<file path="config.mk">
export PLATFORM = sky130hd
export DESIGN_NAME = inst_loader
export DESIGN_NICKNAME = d
export VERILOG_FILES = /design/src/rtl/inst_loader.sv
export SDC_FILE = /design/constraint.sdc
export NUM_CORES = 1
export LEC_CHECK = 0
export BUFFER_PORTS_ARGS = -buffer_cell sky130_fd_sc_hd__clkbuf_2
export CAP_MARGIN = 20
export CORE_MARGIN = 2
export CORE_UTILIZATION = 55
export CTS_BUF_LIST = sky130_fd_sc_hd__clkbuf_8
export DETAILED_ROUTE_END_ITERATION = 10
export GPL_TIMING_DRIVEN = 0
export HOLD_SLACK_MARGIN = 0.12
export PLACE_DENSITY = 0.79
export SKIP_LAST_GASP = 1
export SLEW_MARGIN = 20
export SYNTH_ARGS = -nofsm -noshare
export SYNTH_HDL_FRONTEND = slang
export SYNTH_SLANG_ARGS = --single-unit
</file>
<file path="constraint.sdc">
create_clock -name CLK -period 3.5 [get_ports CLK]
set_input_delay 0.7 -clock CLK [delete_from_list [all_inputs] [get_ports CLK]]
set_output_delay 0.7 -clock CLK [all_outputs]
set_load 0.05 [all_outputs]
</file>
<file path="src/rtl/inst_loader.sv">
// inst_loader: boot-time program loader. Assembles big-endian 32-bit words
// from a UART byte stream, writes them to instruction memory from address 0,
// checks an XOR checksum and pulses start to release the core.
module inst_loader #(
    parameter int unsigned ADDR_WIDTH = 8,
    parameter int unsigned MAX_WORDS  = 200
) (
    input  logic                  CLK,
    input  logic                  RST,
    input  logic [7:0]            rx_data,
    input  logic                  rx_valid,
    output logic                  rx_ready,
    output logic                  imem_we,
    output logic [ADDR_WIDTH-1:0] imem_addr,
    output logic [31:0]           imem_wdata,
    output logic                  busy,
    output logic                  load_done,
    output logic                  load_err,
    output logic                  start
);

    localparam int unsigned IDX_W = ADDR_WIDTH + 1;

    typedef enum logic [2:0] {
        ST_HDR  = 3'd0,
        ST_DATA = 3'd1,
        ST_CSUM = 3'd2,
        ST_DONE = 3'd3,
        ST_ERR  = 3'd4
    } state_t;

    state_t r_state;
    state_t w_state_next;

    logic [1:0]            r_byte_cnt;
    logic [31:0]           r_count;
    logic [23:0]           r_word;
    logic [IDX_W-1:0]      r_widx;
    logic [7:0]            r_xor;

    logic                  r_rx_ready;
    logic                  r_imem_we;
    logic [ADDR_WIDTH-1:0] r_imem_addr;
    logic [31:0]           r_imem_wdata;
    logic                  r_busy;
    logic                  r_load_done;
    logic                  r_load_err;
    logic                  r_start;

    logic                  w_loading;
    logic                  w_accept;
    logic                  w_write;
    logic                  w_loading_next;
    logic [31:0]           w_count_next;
    logic [31:0]           w_word_next;
    logic [IDX_W-1:0]      w_widx_inc;

    assign w_loading    = (r_state == ST_HDR) || (r_state == ST_DATA) || (r_state == ST_CSUM);
    assign w_accept     = rx_valid && w_loading;
    assign w_count_next = {r_count[23:0], rx_data};
    assign w_word_next  = {r_word, rx_data};
    assign w_widx_inc   = r_widx + IDX_W'(1);

    // State register
    always_ff @(posedge CLK) begin
        if (RST) begin
            r_state <= ST_HDR;
        end else begin
            r_state <= w_state_next;
        end
    end

    // Next-state decode and write strobe
    always_comb begin
        w_state_next = r_state;
        w_write      = 1'b0;
        case (r_state)
            ST_HDR: begin
                if (w_accept && (r_byte_cnt == 2'd3)) begin
                    if (w_count_next > 32'(MAX_WORDS)) begin
                        w_state_next = ST_ERR;
                    end else if (w_count_next == 32'd0) begin
                        w_state_next = ST_CSUM;
                    end else begin
                        w_state_next = ST_DATA;
                    end
                end
            end
            ST_DATA: begin
                if (w_accept && (r_byte_cnt == 2'd3)) begin
                    w_write = 1'b1;
                    if (32'(w_widx_inc) == r_count) begin
                        w_state_next = ST_CSUM;
                    end
                end
            end
            ST_CSUM: begin
                if (w_accept) begin
                    w_state_next = (rx_data == r_xor) ? ST_DONE : ST_ERR;
                end
            end
            ST_DONE: w_state_next = ST_DONE;
            ST_ERR:  w_state_next = ST_ERR;
            default: w_state_next = ST_ERR;
        endcase
    end

    assign w_loading_next = (w_state_next == ST_HDR) || (w_state_next == ST_DATA) ||
                            (w_state_next == ST_CSUM);

    // Byte assembly, word index and running XOR
    always_ff @(posedge CLK) begin
        if (RST) begin
            r_byte_cnt <= 2'd0;
            r_count    <= 32'd0;
            r_word     <= 24'd0;
            r_widx     <= '0;
            r_xor      <= 8'd0;
        end else begin
            if (w_accept && ((r_state == ST_HDR) || (r_state == ST_DATA))) begin
                r_xor      <= r_xor ^ rx_data;
                r_byte_cnt <= r_byte_cnt + 2'd1;
            end
            if (w_accept && (r_state == ST_HDR)) begin
                r_count <= w_count_next;
            end
            if (w_accept && (r_state == ST_DATA)) begin
                r_word <= w_word_next[23:0];
            end
            if (w_write) begin
                r_widx <= w_widx_inc;
            end
        end
    end

    // Registered outputs: memory write port, handshake and status
    always_ff @(posedge CLK) begin
        if (RST) begin
            r_rx_ready   <= 1'b1;
            r_imem_we    <= 1'b0;
            r_imem_addr  <= '0;
            r_imem_wdata <= 32'd0;
            r_busy       <= 1'b1;
            r_load_done  <= 1'b0;
            r_load_err   <= 1'b0;
            r_start      <= 1'b0;
        end else begin
            r_imem_we <= w_write;
            if (w_write) begin
                r_imem_addr  <= r_widx[ADDR_WIDTH-1:0];
                r_imem_wdata <= w_word_next;
            end
            r_rx_ready  <= w_loading_next;
            r_busy      <= w_loading_next;
            r_load_done <= (w_state_next == ST_DONE);
            r_load_err  <= (w_state_next == ST_ERR);
            r_start     <= (r_state == ST_CSUM) && (w_state_next == ST_DONE);
        end
    end

    assign rx_ready   = r_rx_ready;
    assign imem_we    = r_imem_we;
    assign imem_addr  = r_imem_addr;
    assign imem_wdata = r_imem_wdata;
    assign busy       = r_busy;
    assign load_done  = r_load_done;
    assign load_err   = r_load_err;
    assign start      = r_start;

endmodule
</file>
Word level (Yosys, flattened, before mapping) --
Cells that the tools add are included.
Operators by class: add/subtract/negate cells 2, bitwise logic cells 1, $lt $le $gt $ge 1, reductions and logical operators 13, eq/ne operators 10, multiplexer cells 10
Operators by type and width (number):
- equality test 9 x 32 -> 1 bit | 1
- greater-than comparator 32 x 8 -> 1 bit (second input constant) | 1
- logical NOT 32 bit | 1
- two-way mux 3 bit | 6
- equality test 3 x 2 -> 1 bit (second input constant) | 4
- case mux 3 bit (4 select lines) | 1
- adder 9 x 1 -> 9 bit (second input constant) | 1
- equality test 8 bit | 1
- XOR 8 bit | 1
- equality test 3 x 1 -> 1 bit (second input constant) | 2
- logical AND 1 bit | 6
- logical NOT 3 bit | 2
- logical OR 1 bit | 4
- equality test 3 bit (second input constant) | 1
- adder 2 x 1 -> 2 bit (second input constant) | 1
- equality test 2 bit (second input constant) | 1
- two-way mux 1 bit | 2
- two-way mux 2 bit | 1
Word-level totals: word-level logic and storage cells 50, output and inout bits 46, register bits after elaboration 123

Longest topological paths before layout --
Gate-level depths: netlist of run 1.
depth after elaboration 10, gate-level depth with buffers 8

Least setup slack after synthesis of run 1 --
No wires, ideal clock.
kind input to register, from input rx_data[7], to register r_busy, in the netlist busy, cell stages on the path 7, arrival time 1.864 ns, required time 3.371 ns, slack 1.506 ns, path buffers 1, path through buf_6 xor2_1 a2111oi_2 and4_1 nor2_1 o32ai_1 a21oi_1
Between the ends: longest elaborated chain between the ends 8, elaborated cells between the ends (all ways) 14, classes of those cells 1 x order compare; 3 x eq/ne; 6 x mux; 4 x reduce/logical
Ends and longest elaborated chain:
- from (decl) | RTL line 10 | input logic [7:0] rx_data,
- branches (longest 4 deep; another with greater-than comparator 32 x 8 -> 1 bit)
- case mux 3 bit (4 select lines) (*) | RTL line 77 | case (r_state)
- equality test 3 x 1 -> 1 bit or logical NOT 3 bit (tied branches) | RTL line 108 | assign w_loading_next = (w_state_next == ST_HDR) || (w_state_next == ST_DATA) ||
- logical OR 1 bit | RTL line 108
- logical OR 1 bit (*) | RTL line 108
- to (signal assigned) | RTL line 154 | r_busy <= w_loading_next;
- to (decl) | RTL line 45 | logic r_busy;
Every way passes the cells marked *. A chain may end at the register's enable or synchronous reset.

Worst setup path in the final report of run 1 --
from register r_widx[1], to register r_state[0]
Between the ends: longest elaborated chain between the ends 5
Ends and longest elaborated chain:
- from (decl) | RTL line 38 | logic [IDX_W-1:0] r_widx;
- from (signal assigned) | RTL line 131 | r_widx <= w_widx_inc;
- adder 9 x 1 -> 9 bit | RTL line 62 | assign w_widx_inc = r_widx + IDX_W'(1);
- equality test 9 x 32 -> 1 bit | RTL line 92 | if (32'(w_widx_inc) == r_count) begin
- two-way mux 3 bit | RTL line 92
- two-way mux 3 bit | RTL line 90 | if (w_accept && (r_byte_cnt == 2'd3)) begin
- case mux 3 bit (4 select lines) | RTL line 77
- to (signal assigned) | RTL line 69 | r_state <= w_state_next;
- to (decl) | RTL line 32 | state_t r_state;
Every way passes these cells.

==> results of run 1 <==
-- layout by cell type, fill, tap and decap left out, drive strengths merged, types with 2 or more instances in the layout --
| cell type | instances |
|---|---|
| o21ai | 6 |
| dfxtp | 123 |
| nor4b | 2 |
| inv | 8 |
| o211ai | 2 |
| ha | 2 |
| buf | 16 |
| nor4 | 7 |
| o32ai | 2 |
| nor3b | 2 |
| bufinv | 2 |
| clkbuf | 102 |
| and4 | 2 |
| nor3 | 8 |
| or3 | 4 |
| clkinvlp | 2 |
| nand4 | 4 |
| nand2 | 209 |
| nand2b | 3 |
| a21oi | 106 |
| xnor2 | 9 |
| and2 | 2 |
| xor2 | 21 |
| a31oi | 2 |
| nand3 | 10 |
| clkinv | 4 |
| nor2 | 24 |
| nor2b | 2 |
| and3 | 2 |
-- logic make-up (layout without fill, tap and decap cells) --
group / Yosys count / count (layout) / share of synthesized area (%)
AND/OR/NAND/NOR: 286 / 286 / 25.1
AO/OA/AOI/OAI: 126 / 126 / 14.0
flip-flops: 123 / 123 / 50.1
buffers and inverters: 52 / 134 / 4.73
XOR/XNOR: 30 / 30 / 5.34
adder cells (fa/ha/maj): 2 / 2 / 0.509
multiplexers: 1 / 1 / 0.204
-- state kept, by name (all words and copies together) (netlist names) --
register and cells:
r_count 32, r_state 3, imem_we 1, imem_wdata 32, r_byte_cnt 2, busy 1
imem_addr 8, r_word 24, load_done 1, r_widx 9, start 1, r_xor 8
load_err 1
-- synthesized netlist by cell type, drive strengths merged (3+ instances only) --
| cell | number |
|---|---|
| nand4 | 4 |
| nand2 | 209 |
| xor2 | 21 |
| inv | 4 |
| nor2 | 24 |
| xnor2 | 9 |
| nor4 | 7 |
| a21oi | 106 |
| buf | 16 |
| nor3 | 8 |
| clkbuf | 32 |
| dfxtp | 123 |
| or3 | 4 |
| nand2b | 3 |
| nand3 | 10 |
| o21ai | 6 |
-- power groups by stage --
stage               Clock [mW]  Combinational, mW  Sequential, mW
global route              1.32              0.170            1.45
CTS                       1.26              0.151            1.44
finish                    1.24              0.152            1.44
detailed placement           0              0.150            1.48
global placement             0              0.144            1.47
floorplan                    0              0.109            1.47
-- path summary, 6_finish.rpt --
check | from | depth (start not counted) | slack (ns) | to
setup / recovery | r_widx[1]$_SDFFE_PP0P_ | 7 | 1.37 | r_state[0]$_SDFF_PP0_
hold / removal | r_count[27]$_SDFFE_PP0P_ | 2 | 0.46 | r_count[27]$_SDFFE_PP0P_
hold reg to reg | r_count[27]$_SDFFE_PP0P_ | 2 | 0.46 | r_count[27]$_SDFFE_PP0P_
setup reg to reg | r_widx[1]$_SDFFE_PP0P_ | 7 | 1.37 | r_state[0]$_SDFF_PP0_
-- area by class of cell --
cell class	instances	area (sq um)
tap	108	135
timing repair buffer	51	255
clock buffer	19	262
fill	739	2970
buffer	48	218
clock inverter	12	138
inverter	4	15.0
multi-input combinational	445	2220
sequential	123	2460
-- worst reg2reg max path, cell delays in order, from the launching register on --
cell      delay, ns
dfxtp_1        0.46
ha_1           0.33
nand4_1        0.18
or4_1          0.50
nand3_1        0.10
nand3_1        0.12
o211ai_1       0.21
a21oi_1        0.09
-- through the flow --
step	total power [mW]	cells	util [%]	worst slack (ns)	area [sq um]
after floorplan	1.58	620	-	1.51	4920
after global placement	1.62	779	61.2	1.17	5310
after detailed placement	1.63	779	61.2	1.15	5310
after CTS	2.85	810	65.8	1.41	5710
after global routing	2.93	810	65.8	1.28	5710
final	2.84	810	65.8	1.37	5710
-- layer usage --
metal	share of wire, %	GRT usage, %	vias to the layer above
met2	47	39.1	157
met1	45	32.9	2112
met4	1.4	9.06	0
li1	-	-	2184
met5	0	0	-
met3	7.1	5.04	20
==> impl_metrics.toml, run 1 <==
[job]
maxCapViolations = 0

[floorplan]
core_area_sq_um = 8680
fp.dieArea_sq_um = 9710
rows = 34
dieWidth_um = 98.6
initial_utilization_pct = 56.7
io-pin-count = 57
die_y_um = 98.6

[cts]
clk_transition_reported_paths_ns = 0.07
clock_tree.root_cell = "clkbuf_8"
cts.sinks = 123
holdBufCountCts = 0
cts.htree.levels = 4
cts.repair.resized = 0
cts-root-to-sink-buffers = 2
insertion_delay_ns = 0.43
cts_made_buffers = 17
tritoncts = "done"
cts_setup_buffers = 0

[sta]
fin_crit_sh_pct = 60.8
maxSlewHeadroom_pct = 57.2
worst_pin_slew_ns = 0.636
timing_max_transition_violations_final = 0
grt_setup_unrepaired = "false"
final_period_minus_worst_setup_slack_ns = 2.13
timing.setup.tns_ns = 0
clock_skew_ns = 0.0107
setup-violations-final = 0
finalHoldViolations = 0
achievable-frequency_mhz = 470
fin_worst_hold_slack_ns = 0.456

[critical_path]
critPathLaunchType = "flop"
slowest_stage = "or4_1"
timing.critical_path.to_type = "flop"
critical_path.max_stage_delay_ns = 0.50
total_buffers_and_inverters_traversed_by_the_critical_path = 0
path_cells = "ha_1 -> nand4_1 -> or4_1 -> nand3_1 -> nand3_1 -> o211ai_1 -> a21oi_1"
cp_data_required_time_ns = 3.78
critPathMaxFanout = 7
worstPathArrival_ns = 2.41
timing.critical_path.max_delay_family = "simple AND/OR/NAND/NOR gates"
most_frequent_cell_on_the_critical_path = "nand3_1"
setup.worst_path.class = "reg -> reg"

[global_route]
grt_start_max_net_pins = 17
global_route.usage.total_pct = 24.5
grt_pass1_wl_mm = 19.3
grt_pass1_vias = 4199
grt_antenna_before_repair = 0
grt_overflow = 0

[detailed_routing]
via_count_of_the_routed_design = 4473
antenna_left = 0
drt_wl_total_mm = 11.6
viasPerCell = 5.52
drtIter0Drc = 310
wl_per_cell_um = 14.4
drc_errors = 0
drt-pass1-iter-count = 6

[yosys]
syn_inst = 620
postSynth.asyncResetShare_pct = 0
ys_ff_latch = 123
share_of_the_synthesized_area_in_the_top_cell_type_pct = 50.1
synth-seq-area-share_pct = 50.1
number_of_enable_type_register_cells_in_the_synthesized_netlist = 0
synth_flop_cell = "dfxtp_1"
syn-num-nets = 633
synth_top_area_cell = "dfxtp_1"
yosys-top-cells-area = "dfxtp_1 (50%), nand2_1 (16%), a21oi_1 (11%)"
synth.yosys.warnings = 0
synth_area_sq_um = 4920
syn-mean-instance-area_sq_um = 7.93
synth.distinct_cells = 46

[pwr]
swShare_pct = 24.2
p_int_mw = 2.15
max-vdd-ir-drop_mv = 0.311
seqPwrFrac_pct = 50.9
clockPowerShare_pct = 43.7
powerDensity_nw_per_um2 = 497
p_switching_mw = 0.687
share_comb_of_total_power_pct = 5.4
leakagePower_nw = 2.12

[run_status]
run_status = "complete, no violations"

[placement]
post-dp-hpwl_mm = 8.40
place.gp.congestion = 0.831
io_buffers = 51

[finish]
flow.area_growth_from_synthesis_pct = 16.1
antennaDiodeCount = 0
final_nets = 703
final_layout_size_suffix_gt1_share_pct = 15.0

[min_path]
hp-class = "reg -> reg"
Power figures use the tool's default switching activity.
==> inputs of run 2 (changes only) <==
- CORE_UTILIZATION: 55 -> 54
- PLACE_DENSITY: 0.79 -> 0.81
- clock period: 3.5 -> 1.73 ns (I/O delays scaled with it)
==> impl_metrics.toml, run 2 (synthesis gave the netlist of run 1 again) <==
[run_status]
run_status = "finished with violations"
failing_checks = "setup timing"

[cts]
clk_transition_reported_paths_ns = 0.08
cts.htree.levels = 4
cts_made_buffers = 17
cts-root-to-sink-buffers = 2
tritoncts = "done"
cts.sinks = 123
insertion_delay_ns = 0.44
holdBufCountCts = 0
clock_tree.root_cell = "clkbuf_8"

[critical_path]
timing.critical_path.to_type = "flop"
rr_worst_depth = 6
cp_data_required_time_ns = 2.12
worstPathArrival_ns = 2.28
critPathLaunchType = "flop"
critPathMaxFanout = 10
setup.worst_path.class = "reg -> reg"

[floorplan]
io-pin-count = 57
core_area_sq_um = 8760
initial_utilization_pct = 56.1
fp.dieArea_sq_um = 9890
dieWidth_um = 99.4
rows = 34
die_y_um = 99.4

[job]
maxCapViolations = 0

[finish]
antennaDiodeCount = 0
regArea_sq_um = 2470
post-route-cell-area_sq_um = 5880
final_layout_size_suffix_gt1_share_pct = 20.2
fill_cells = 707
layout_common_cells = "nand2_1 (208), dfxtp_1 (116), a21oi_1 (103)"
flow.area_growth_from_synthesis_pct = 19.6
layout.cells.non_filler = 817
multi_input_area_sq_um = 2320
final_nets = 709
mostFrequentLayoutCell = "nand2_1"
final_core_util_pct = 67.1

[global_route]
busiest_layer = "met2"
groute.layer.met2.usage_pct = 39.6
grt_antenna_before_repair = 0
use_met1_pct = 32.7
grt_pass1_vias = 4273
gr_util_met3_pct = 5.83
grt_pass1_wl_mm = 19.6
global_route.usage.total_pct = 24.9
grt_start_max_net_pins = 17
grt_overflow = 0

[sta]
achievable-frequency_mhz = 528
grt_setup_unrepaired = "true"
timing_max_transition_violations_final = 0
finalHoldViolations = 0
fin_crit_sh_pct = 110
final_period_minus_worst_setup_slack_ns = 1.89
maxSlewHeadroom_pct = 47.9
worst_pin_slew_ns = 0.774
setup-violations-final = 6
fin_ws_ns = -0.165
clock_skew_ns = 0.0107
timing.setup.tns_ns = -0.449

[min_path]
hp-class = "in -> reg"
hold_path_depth = 3

[placement]
placed_cells_incl_taps = 779
place_area_sq_um = 5310
place.gp.congestion = 0.917
post-dp-hpwl_mm = 7.98
io_buffers = 51

[pwr]
leakagePower_nw = 2.22
powerDensity_nw_per_um2 = 987
total_power_mw = 5.81
max-vdd-ir-drop_mv = 0.504

[detailed_routing]
drt_wl_total_mm = 11.8
antenna_left = 0
drt-pass1-iter-count = 5
wl_per_cell_um = 14.5
viasPerCell = 5.56
drc_errors = 0
drtIter0Drc = 303
via_count_of_the_routed_design = 4545
[run 2: cell count changes in the layout (fill, tap and decap cells not counted), moves of 3 or more]
cell,delta
buf_4,+6
dfxtp_1,-7
a21oi_2,+3
a21oi_1,-3
clkbuf_1,-13
dfxtp_2,+6
clkbuf_2,+12
[run 2: timing repair]
action	4_1_cts	5_1_grt
setup endpoints to repair	59	106
pin swaps	9	7
resized for setup	15	33
buffers inserted	4	3
[run 2: cell type report]
cell class | count | share of cell area, %
plain buffers | 47 | 4.00
flip-flops and latches | 123 | 42.0
repair buffers | 58 | 5.23
multi-input cells | 445 | 39.4
clock inverters | 15 | 2.79
inverters | 4 | 0.255
well taps | 108 | 2.30
clock buffers | 17 | 3.98
[run 2: metal layers]
metal | part of all wire [%] | up-vias
met4 | 2.7 | 0
met2 | 46 | 195
met5 | 0 | -
li1 | - | 2205
met1 | 44 | 2107
met3 | 7.3 | 38
[run 2: worst max-delay path, stage by stage, from the launching register on]
cell and delay, ns:
dfxtp_1 0.31, buf_2 0.18, a2111oi_4 0.37, and4_1 0.27
nor2_1 0.10, o32ai_2 0.38, and2_4 0.21
[run 2: path summary, 6_finish.rpt]
check	startpoint	end	slack (ns)
setup / recovery	r_state[0]$_SDFF_PP0_	load_done$_SDFF_PP0_	-0.16
hold / removal	rx_data[7]	imem_wdata[7]$_SDFFE_PP0P_	0.18
setup reg to reg	r_state[0]$_SDFF_PP0_	load_done$_SDFF_PP0_	-0.16
hold reg to reg	imem_addr[3]$_SDFFE_PP0P_	imem_addr[3]$_SDFFE_PP0P_	0.46
[run 2: power by group]
part,internal [mW],total [mW],switching (mW)
sequential,2.87,2.92,0.0490
combinational,0.121,0.334,0.213
clock,1.30,2.55,1.25
total,4.30,5.81,1.51
[run 2: through the flow]
stage                     hold WS (ns)  setup slack (ns)
after floorplan                  0.432            0.0393
after global placement           0.443            -0.168
after detailed placement         0.447            -0.214
after CTS                        0.164           -0.0943
after global routing             0.181            -0.238
final                            0.175            -0.165
